==> src/rtl/ntt_flat_ctrl_pkg.sv <==
// Shared types and elaboration helpers for the flat NTT butterfly sequencer.
package ntt_pkg;

  typedef enum logic [1:0] {
    S_IDLE    = 2'd0,
    S_LOAD    = 2'd1,
    S_COMPUTE = 2'd2,
    S_DONE    = 2'd3
  } ntt_state_e;

  // Widest lane count the mask helper can describe.
  localparam int unsigned MAX_D = 256;

  // Number of butterfly stages for a D-lane array.
  function automatic int unsigned logd_of(input int unsigned d);
    return $clog2(d);
  endfunction

  // Width of the stage index; never narrower than one bit.
  function automatic int unsigned sw_of(input int unsigned d);
    return (logd_of(d) > 1) ? $clog2(logd_of(d)) : 1;
  endfunction

  // Lane subtract mask: lane i subtracts when bit (LOGD-1-stage) of i is set.
  function automatic logic [MAX_D-1:0] sub_mask(input int unsigned stage,
                                                input int unsigned d);
    logic [MAX_D-1:0] m;
    int unsigned      lg;
    m  = '0;
    lg = logd_of(d);
    for (int unsigned i = 0; i < MAX_D; i++) begin
      if (i < d) m[i] = 1'(i >> (lg - 1 - stage));
    end
    return m;
  endfunction

endpackage

==> src/rtl/ntt_flat_ctrl_stage_seq.sv <==
// Butterfly stage counter: runs up for forward frames and down for inverse
// frames, flags the final stage and registers the per-lane subtract mask.
module ntt_stage_seq
  import ntt_pkg::*;
#(
  parameter  int unsigned D    = 8,
  localparam int unsigned LOGD = logd_of(D),
  localparam int unsigned SW   = sw_of(D)
) (
  input  logic          clk,
  input  logic          rst,
  input  logic          inv,
  input  logic          load,
  input  logic          run,
  output logic [SW-1:0] stage,
  output logic          last,
  output logic [D-1:0]  sub_vec
);

  localparam logic [SW-1:0] LAST_FWD = SW'(LOGD - 1);

  logic [SW-1:0] stage_nx;
  logic          adv;

  // Final stage is LOGD-1 going forward and 0 going inverse.
  always_comb begin
    last = run && (stage == (inv ? '0 : LAST_FWD));
  end

  // Next stage: seeded during LOAD, stepped in COMPUTE, parked at 0 otherwise.
  always_comb begin
    adv      = load | (run & ~last);
    stage_nx = '0;
    if (load) begin
      stage_nx = inv ? LAST_FWD : '0;
    end else if (run & ~last) begin
      stage_nx = inv ? stage - 1'b1 : stage + 1'b1;
    end
  end

  // Stage and mask are registered together so they line up with st_en.
  always_ff @(posedge clk or posedge rst) begin
    if (rst) begin
      stage   <= '0;
      sub_vec <= '0;
    end else begin
      stage   <= stage_nx;
      sub_vec <= adv ? D'(sub_mask(32'(stage_nx), D)) : '0;
    end
  end

endmodule

==> src/rtl/ntt_flat_ctrl.sv <==
// Valid/ready framed sequencer for the flat D-lane NTT butterfly array:
// accepts a vector, strobes the lane-register load, walks LOGD stages and
// holds the finished frame until the sink takes it.
module ntt_flat_ctrl
  import ntt_pkg::*;
#(
  parameter  int unsigned N  = 17,
  parameter  int unsigned D  = 8,
  localparam int unsigned SW = sw_of(D)
) (
  input  logic          clk,
  input  logic          rst,
  input  logic          in_valid,
  output logic          in_ready,
  input  logic          in_inverse,
  output logic          out_valid,
  input  logic          out_ready,
  output logic          ld_en,
  output logic          st_en,
  output logic [SW-1:0] stage,
  output logic [D-1:0]  sub_vec,
  output logic          inv,
  output logic          busy,
  output logic [15:0]   frame_cnt
);

  if (N == 0 || D < 2 || D > MAX_D || (D & (D - 1)) != 0) begin : g_bad_cfg
    $error("ntt_flat_ctrl: N must be nonzero and D a power of two in [2, MAX_D]");
  end

  ntt_state_e state, state_nx;
  logic       last;
  logic       accept;

  // Ready depends on out_ready only, so a frame can chain straight out of DONE.
  always_comb begin
    in_ready = (state == S_IDLE) || ((state == S_DONE) && out_ready);
    accept   = in_valid && in_ready;
  end

  // Next-state logic.
  always_comb begin
    state_nx = state;
    case (state)
      S_IDLE:    if (in_valid) state_nx = S_LOAD;
      S_LOAD:    state_nx = S_COMPUTE;
      S_COMPUTE: if (last) state_nx = S_DONE;
      S_DONE:    if (out_ready) state_nx = in_valid ? S_LOAD : S_IDLE;
      default:   state_nx = S_IDLE;
    endcase
  end

  // State register.
  always_ff @(posedge clk or posedge rst) begin
    if (rst) state <= S_IDLE;
    else     state <= state_nx;
  end

  // Strobes are decoded from the next state so they are registered outputs.
  always_ff @(posedge clk or posedge rst) begin
    if (rst) begin
      ld_en     <= 1'b0;
      st_en     <= 1'b0;
      out_valid <= 1'b0;
      busy      <= 1'b0;
    end else begin
      ld_en     <= (state_nx == S_LOAD);
      st_en     <= (state_nx == S_COMPUTE);
      out_valid <= (state_nx == S_DONE);
      busy      <= (state_nx == S_LOAD) || (state_nx == S_COMPUTE);
    end
  end

  // Frame mode is captured on accept; completed frames counted with saturation.
  always_ff @(posedge clk or posedge rst) begin
    if (rst) begin
      inv       <= 1'b0;
      frame_cnt <= '0;
    end else begin
      if (accept) inv <= in_inverse;
      if (out_valid && out_ready && (frame_cnt != '1)) frame_cnt <= frame_cnt + 1'b1;
    end
  end

  ntt_stage_seq #(.D(D)) u_stage_seq (
    .clk     (clk),
    .rst     (rst),
    .inv     (inv),
    .load    (state == S_LOAD),
    .run     (state == S_COMPUTE),
    .stage   (stage),
    .last    (last),
    .sub_vec (sub_vec)
  );

endmodule

==> config.mk <==
export PLATFORM = sky130hd
export DESIGN_NAME = ntt_flat_ctrl
export DESIGN_NICKNAME = d
export VERILOG_FILES = /design/src/rtl/ntt_flat_ctrl_pkg.sv /design/src/rtl/ntt_flat_ctrl_stage_seq.sv /design/src/rtl/ntt_flat_ctrl.sv
export SDC_FILE = /design/constraint.sdc
export NUM_CORES = 1
export LEC_CHECK = 0
export ABC_AREA = 1
export CAP_MARGIN = 20
export CORE_MARGIN = 5
export CORE_UTILIZATION = 57
export CTS_BUF_LIST = sky130_fd_sc_hd__clkbuf_4 sky130_fd_sc_hd__clkbuf_8
export DETAILED_ROUTE_END_ITERATION = 6
export GPL_ROUTABILITY_DRIVEN = 1
export PLACE_DENSITY_LB_ADDON = 0.12
export RECOVER_POWER = 100
export SLEW_MARGIN = 20
export SYNTH_ARGS = -nofsm -noshare
export SYNTH_HDL_FRONTEND = slang
export SYNTH_SLANG_ARGS = --single-unit
export TNS_END_PERCENT = 5
==> constraint.sdc <==
create_clock -name clk -period 4.3 [get_ports clk]
set_input_delay 0.645 -clock clk [delete_from_list [all_inputs] [get_ports clk]]
set_output_delay 0.645 -clock clk [all_outputs]
set_load 0.005 [all_outputs]
# Word level (Yosys, flattened, before mapping)
# Index checks and enable logic that the tools add are counted.
[totals]
regBits = 33
latchBits = 0
ram_bits = 0
rom_bits = 0
out_inout_bits = 32
elab_cells = 51
memories = 0
[op_classes]
add_sub_neg = 4
multipliers = 0
n_div = 0
order_cmp = 0
eq_ne = 8
n_shift = 8
muxes = 11
bitwise_logic = 3
n_reduce_logical = 8
[ops]
columns = ["cell", "count"]
rows = [
  ["$shr 3x32->1 const A", 4],
  ["$shr 1x32->1 const A", 2],
  ["$shr 2x32->1 const A", 2],
  ["$add 16x1->16 const B", 1],
  ["$mux 2", 8],
  ["$ne 16x16->1 const B", 1],
  ["$eq 2x2->1 const B", 4],
  ["$mux 8", 1],
  ["$pmux 2 s4", 1],
  ["$logic_and 1x1->1", 5],
  ["$eq 2x1->1 const B", 2],
  ["$sub 2x2->3 const A", 1],
  ["$add 2x1->2 const B", 1],
  ["$eq 2x2->1", 1],
  ["$logic_not 2->1", 1],
  ["$logic_or 1x1->1", 2],
  ["$sub 2x1->2 const B", 1],
  ["$and 1x1->1", 1],
  ["$mux 1", 1],
  ["$not 1->1", 1],
  ["$or 1x1->1", 1],
]

# Logic depth before layout (Yosys ltp)
[depth]
word_depth = 10
ltp_mapped = 9

# By module
# Synthesis repeated with hierarchy kept, for this count alone.
[hier_totals]
cells_unflattened = 222
hier_area_um2 = 1721.7
[modules_own_cells]
columns = ["module", "n_inst", "cells_per_inst", "area_per_inst_um2"]
rows = [
  ["ntt_flat_ctrl", 1, 179, 1312.5],
  ["ntt_stage_seq", 1, 43, 409.1],
]

# Worst setup path after synthesis
# OpenSTA, ideal clock, no wires.
[synth_path]
path_type = "flip-flop to flip-flop"
from = "reg inv"
to = "reg busy"
arrival_ns = 1.607
required_time_ns = 4.187
path_slack_ns = 2.580
stages_incl_launch_ff = 10
path_cell_list = "dfrtp_1 > xor2_1 > ha_1 > nand3b_1 > nand2_1 > inv_1 > o21ai_0 > inv_1 > ha_1 > inv_1"
[synth_between]
elab_chain_cells = 7
word_cells_on_any_way = 8
classes_between = "3 x eq/ne; 3 x mux; 2 x reduce/logical"
[synth_rtl]
columns = ["item", "line_no", "rtl"]
rows = [
  ["start: declaration", "ntt_flat_ctrl.sv:22", "output logic inv,"],
  ["start signal: assignment", "ntt_flat_ctrl.sv:80", "if (accept) inv <= in_inverse;"],
  ["$mux 2 (*)", "ntt_flat_ctrl_stage_seq.sv:27", "last = run && (stage == (inv ? '0 : LAST_FWD));"],
  ["$eq 2x2->1 (*)", "ntt_flat_ctrl_stage_seq.sv:27", ""],
  ["$logic_and 1x1->1 (*)", "ntt_flat_ctrl_stage_seq.sv:27", ""],
  ["$mux 2 (*)", "ntt_flat_ctrl.sv:47", "S_COMPUTE: if (last) state_nx = S_DONE;"],
  ["$pmux 2 s4 (*)", "ntt_flat_ctrl.sv:44", "case (state)"],
  ["$eq 2x1->1 or $eq 2x2->1 (tied branches)", "ntt_flat_ctrl.sv:70", "busy <= (state_nx == S_LOAD) || (state_nx == S_COMPUTE);"],
  ["$logic_or 1x1->1 (*)", "ntt_flat_ctrl.sv:70", ""],
  ["end signal: assignment", "ntt_flat_ctrl.sv:70", ""],
  ["end: declaration", "ntt_flat_ctrl.sv:23", "output logic busy,"],
]
# Every way passes the cells marked *; elsewhere a longest branch is shown, timed or not.
# A chain may end at the register's enable or synchronous reset.

# Worst setup path in the final report
[layout_path]
from = "in out_ready"
to = "out in_ready"
[layout_between]
elab_chain_cells = 2
[layout_rtl]
columns = ["item", "line_no", "rtl"]
rows = [
  ["start: declaration", "ntt_flat_ctrl.sv:17", "input logic out_ready,"],
  ["$logic_and 1x1->1", "ntt_flat_ctrl.sv:37", "in_ready = (state == S_IDLE) || ((state == S_DONE) && out_ready);"],
  ["$logic_or 1x1->1", "ntt_flat_ctrl.sv:37", ""],
  ["end: declaration", "ntt_flat_ctrl.sv:14", "output logic in_ready,"],
]
# No other way between the ends.

==> metrics <==
first-pass GRT wire length 6180 um; GRT Util Overall 18.9%; vias per inst 4.88; P&R area growth vs syn 21.8%; RSZ-0062 raised after global routing false; RD Place Congestion 0.887; cts-stage hold buffer count 0; row cnt 20; # Post-CTS Setup Buffers 0; failing checks max-capacitance violations, max-slew violations; Yosys warning count 0; outcome complete, but fails checks; largest net degree at the start of global routing 33; number of H-tree levels 2; share of post-route cells with drive strength above 1 5.32%; worst r2r src frame_cnt[0]; critical path class in -> out; Reg clk slew, reported paths 0.09 ns; IO Pins 37; TritonRoute pass-1 iters 4; post-synthesis sequential area ratio 45.4%; Final period util 65.5%; syn nets 236; layout net count 277; Static Leakage 0.00113 uW; CTS Root Cell clkbuf_4; Setup Viol. Count Final 0; post-route minimum period 2.81 ns; wire per inst 11.7 um; Initial Utilization 58.8%; pwr/cell area 539 nW/um^2; Tightest Pin Transition 1.64 ns; Slew Limit Headroom -9.58%; DRC Markers 0; routed via count 1445; core area 3000 um^2; # clock sinks 32; Arr. time, crit path 2.17 ns; vias in the first global route 1431; hold crit path type reg -> reg; FF/Latch Area 801 um^2; mapped cell area 1760 um^2; Reg2Reg Setup Slack 2.08 ns; min-delay src frame_cnt[1]; hold path depth 2; MaxCap Viol Count 1; M1 wire length 1510 um; Synth Instances 222; TritonCTS Buffers 5; IO Port Bufs 35; multi-input combinational cell area 768 um^2; worst skew pair latency 0.33 ns; DR top layer met4; ANT nets after route 0; Yosys cell types 24; DIE HEIGHT 65.6 um; Crit Path Max Fanout 4; antenna fix cells 0; Peak Freq 0.355 GHz; met2 WL 1740 um; metal3 WL 140 um; Endpoint, Worst Hold frame_cnt[1]; PnR Total Power 1160 uW; r2r endpoint frame_cnt[10]; Worst IR Drop VDD 0.366 mV; detailed placer's ending HPWL 2640 um; Layout fillers 245; final hold vios 0; #FFs+latches synth 32; grt ovf 0; post-cts sizing count 0; die extent in x 65.6 um; Setup crit end kind primary output; 1st-iter DRT viols 88; Slew Limit Fails 33; Setup Skew 0.00760 ns; Worst R2R Path Depth 7; syn avg cell area 7.95 um^2; CP startpoint kind primary input; Total Wirelength 3470 um; Worst Path Required 3.65 ns; die area 4310 um^2; CTS tree done; setup tns final 0 ns; Critical path origin out_ready; CTS max path bufs 2; initial antenna violation count 0
-- sequential cells by signal, indices dropped and copies added, names as in the netlist --
register             cells
st_en                    1
ld_en                    1
u_stage_seq.sub_vec      7
busy                     1
out_valid                1
inv                      1
state                    2
frame_cnt               16
u_stage_seq.stage        2
-- Yosys cell counts, drive strengths merged --
master	count	share of area (%)
inv	32	6.8
nand3b	2	0.85
xor2	3	1.5
nor3	1	0.28
nor2	33	9.6
conb	1	0.21
buf	2	1.1
o21ai	9	3.2
nand2	81	18
xnor2	3	1.5
ha	9	6.4
dfrtp	32	45
nand3	8	2.3
nand4	6	3.0
-- power by group --
group,switching (uW),leakage [uW],internal (uW)
clock,98.6,0.0000374,92.6
combinational,261,0.000685,226
sequential,78.6,0.000410,401
-- layout by cell type, fill, tap and decap left out --
master / Yosys / layout
nand2_1: 78 / 79
dlygate4sd3_1: 0 / 33
inv_1: 31 / 32
dfrtp_1: 32 / 32
nor2_1: 26 / 29
ha_1: 9 / 9
nand3_1: 8 / 8
o21ai_0: 4 / 8
nand4_1: 5 / 6
clkbuf_4: 0 / 5
nor2_2: 3 / 3
xor2_1: 3 / 3
xnor2_1: 3 / 3
nand3b_1: 2 / 2
clkbuf_8: 0 / 2
clkdlybuf4s50_1: 0 / 2
nor2_4: 3 / 1
nand2_2: 2 / 1
nand2_4: 1 / 1
o21ai_2: 3 / 1
nor3_1: 1 / 1
conb_1: 1 / 1
clkbuf_1: 0 / 1
-- worst max path at each step --
stage | endpoint | slack, ns | cells after the start
4_1_cts | in_ready | 1.60 | 6
6_report | in_ready | 1.49 | 6
3_3_place_gp | in_ready | 1.68 | 6
3_5_place_dp | in_ready | 1.61 | 6
2_1_floorplan | busy | 2.58 | 9
5_1_grt | in_ready | 1.38 | 6
-- critical path: stages --
cell and delay [ns]:
dlygate4sd3_1 0.57, nand2_1 0.07, nand2_1 0.05, inv_1 0.05, nor2_1 0.18, dlygate4sd3_1 0.61
-- per-layer routing --
layer  vias up  GRT usage, %
met3         9          3.59
met1       661          21.1
li1        751             -
met4         0          10.6
met2        24          33.4
met5         -             0
-- layout make-up --
class | instances | area share, %
sequential | 32 | 37.3
multi-input combinational | 156 | 35.7
timing repair buffer | 36 | 16.5
inverter | 32 | 5.59
clock buffer | 7 | 3.03
tap | 33 | 1.92
-- per-stage QoR --
| step | util, % | hold WS, ns | instances | setup slack, ns | cell area [um^2] |
|---|---|---|---|---|---|
| 2_1_floorplan | - | 0.493 | 222 | 2.58 | 1760 |
| 3_3_place_gp | 71.4 | 0.513 | 289 | 1.68 | 2140 |
| 3_5_place_dp | 71.4 | 0.521 | 289 | 1.61 | 2140 |
| 4_1_cts | 73.6 | 0.541 | 296 | 1.60 | 2210 |
| 5_1_grt | 71.6 | 0.569 | 296 | 1.38 | 2150 |
| 6_report | 71.6 | 0.529 | 296 | 1.49 | 2150 |
-- cells by family after synthesis --
family / after synthesis / synth area share, %
simple gates: 131 / 34.0
buf+inv: 34 / 7.87
flops: 32 / 45.4
compound gates: 9 / 3.19
fa+ha+maj: 9 / 6.38
xor+xnor: 6 / 2.98
other cells: 1 / 0.213
(Power assumes the default switching activity.)
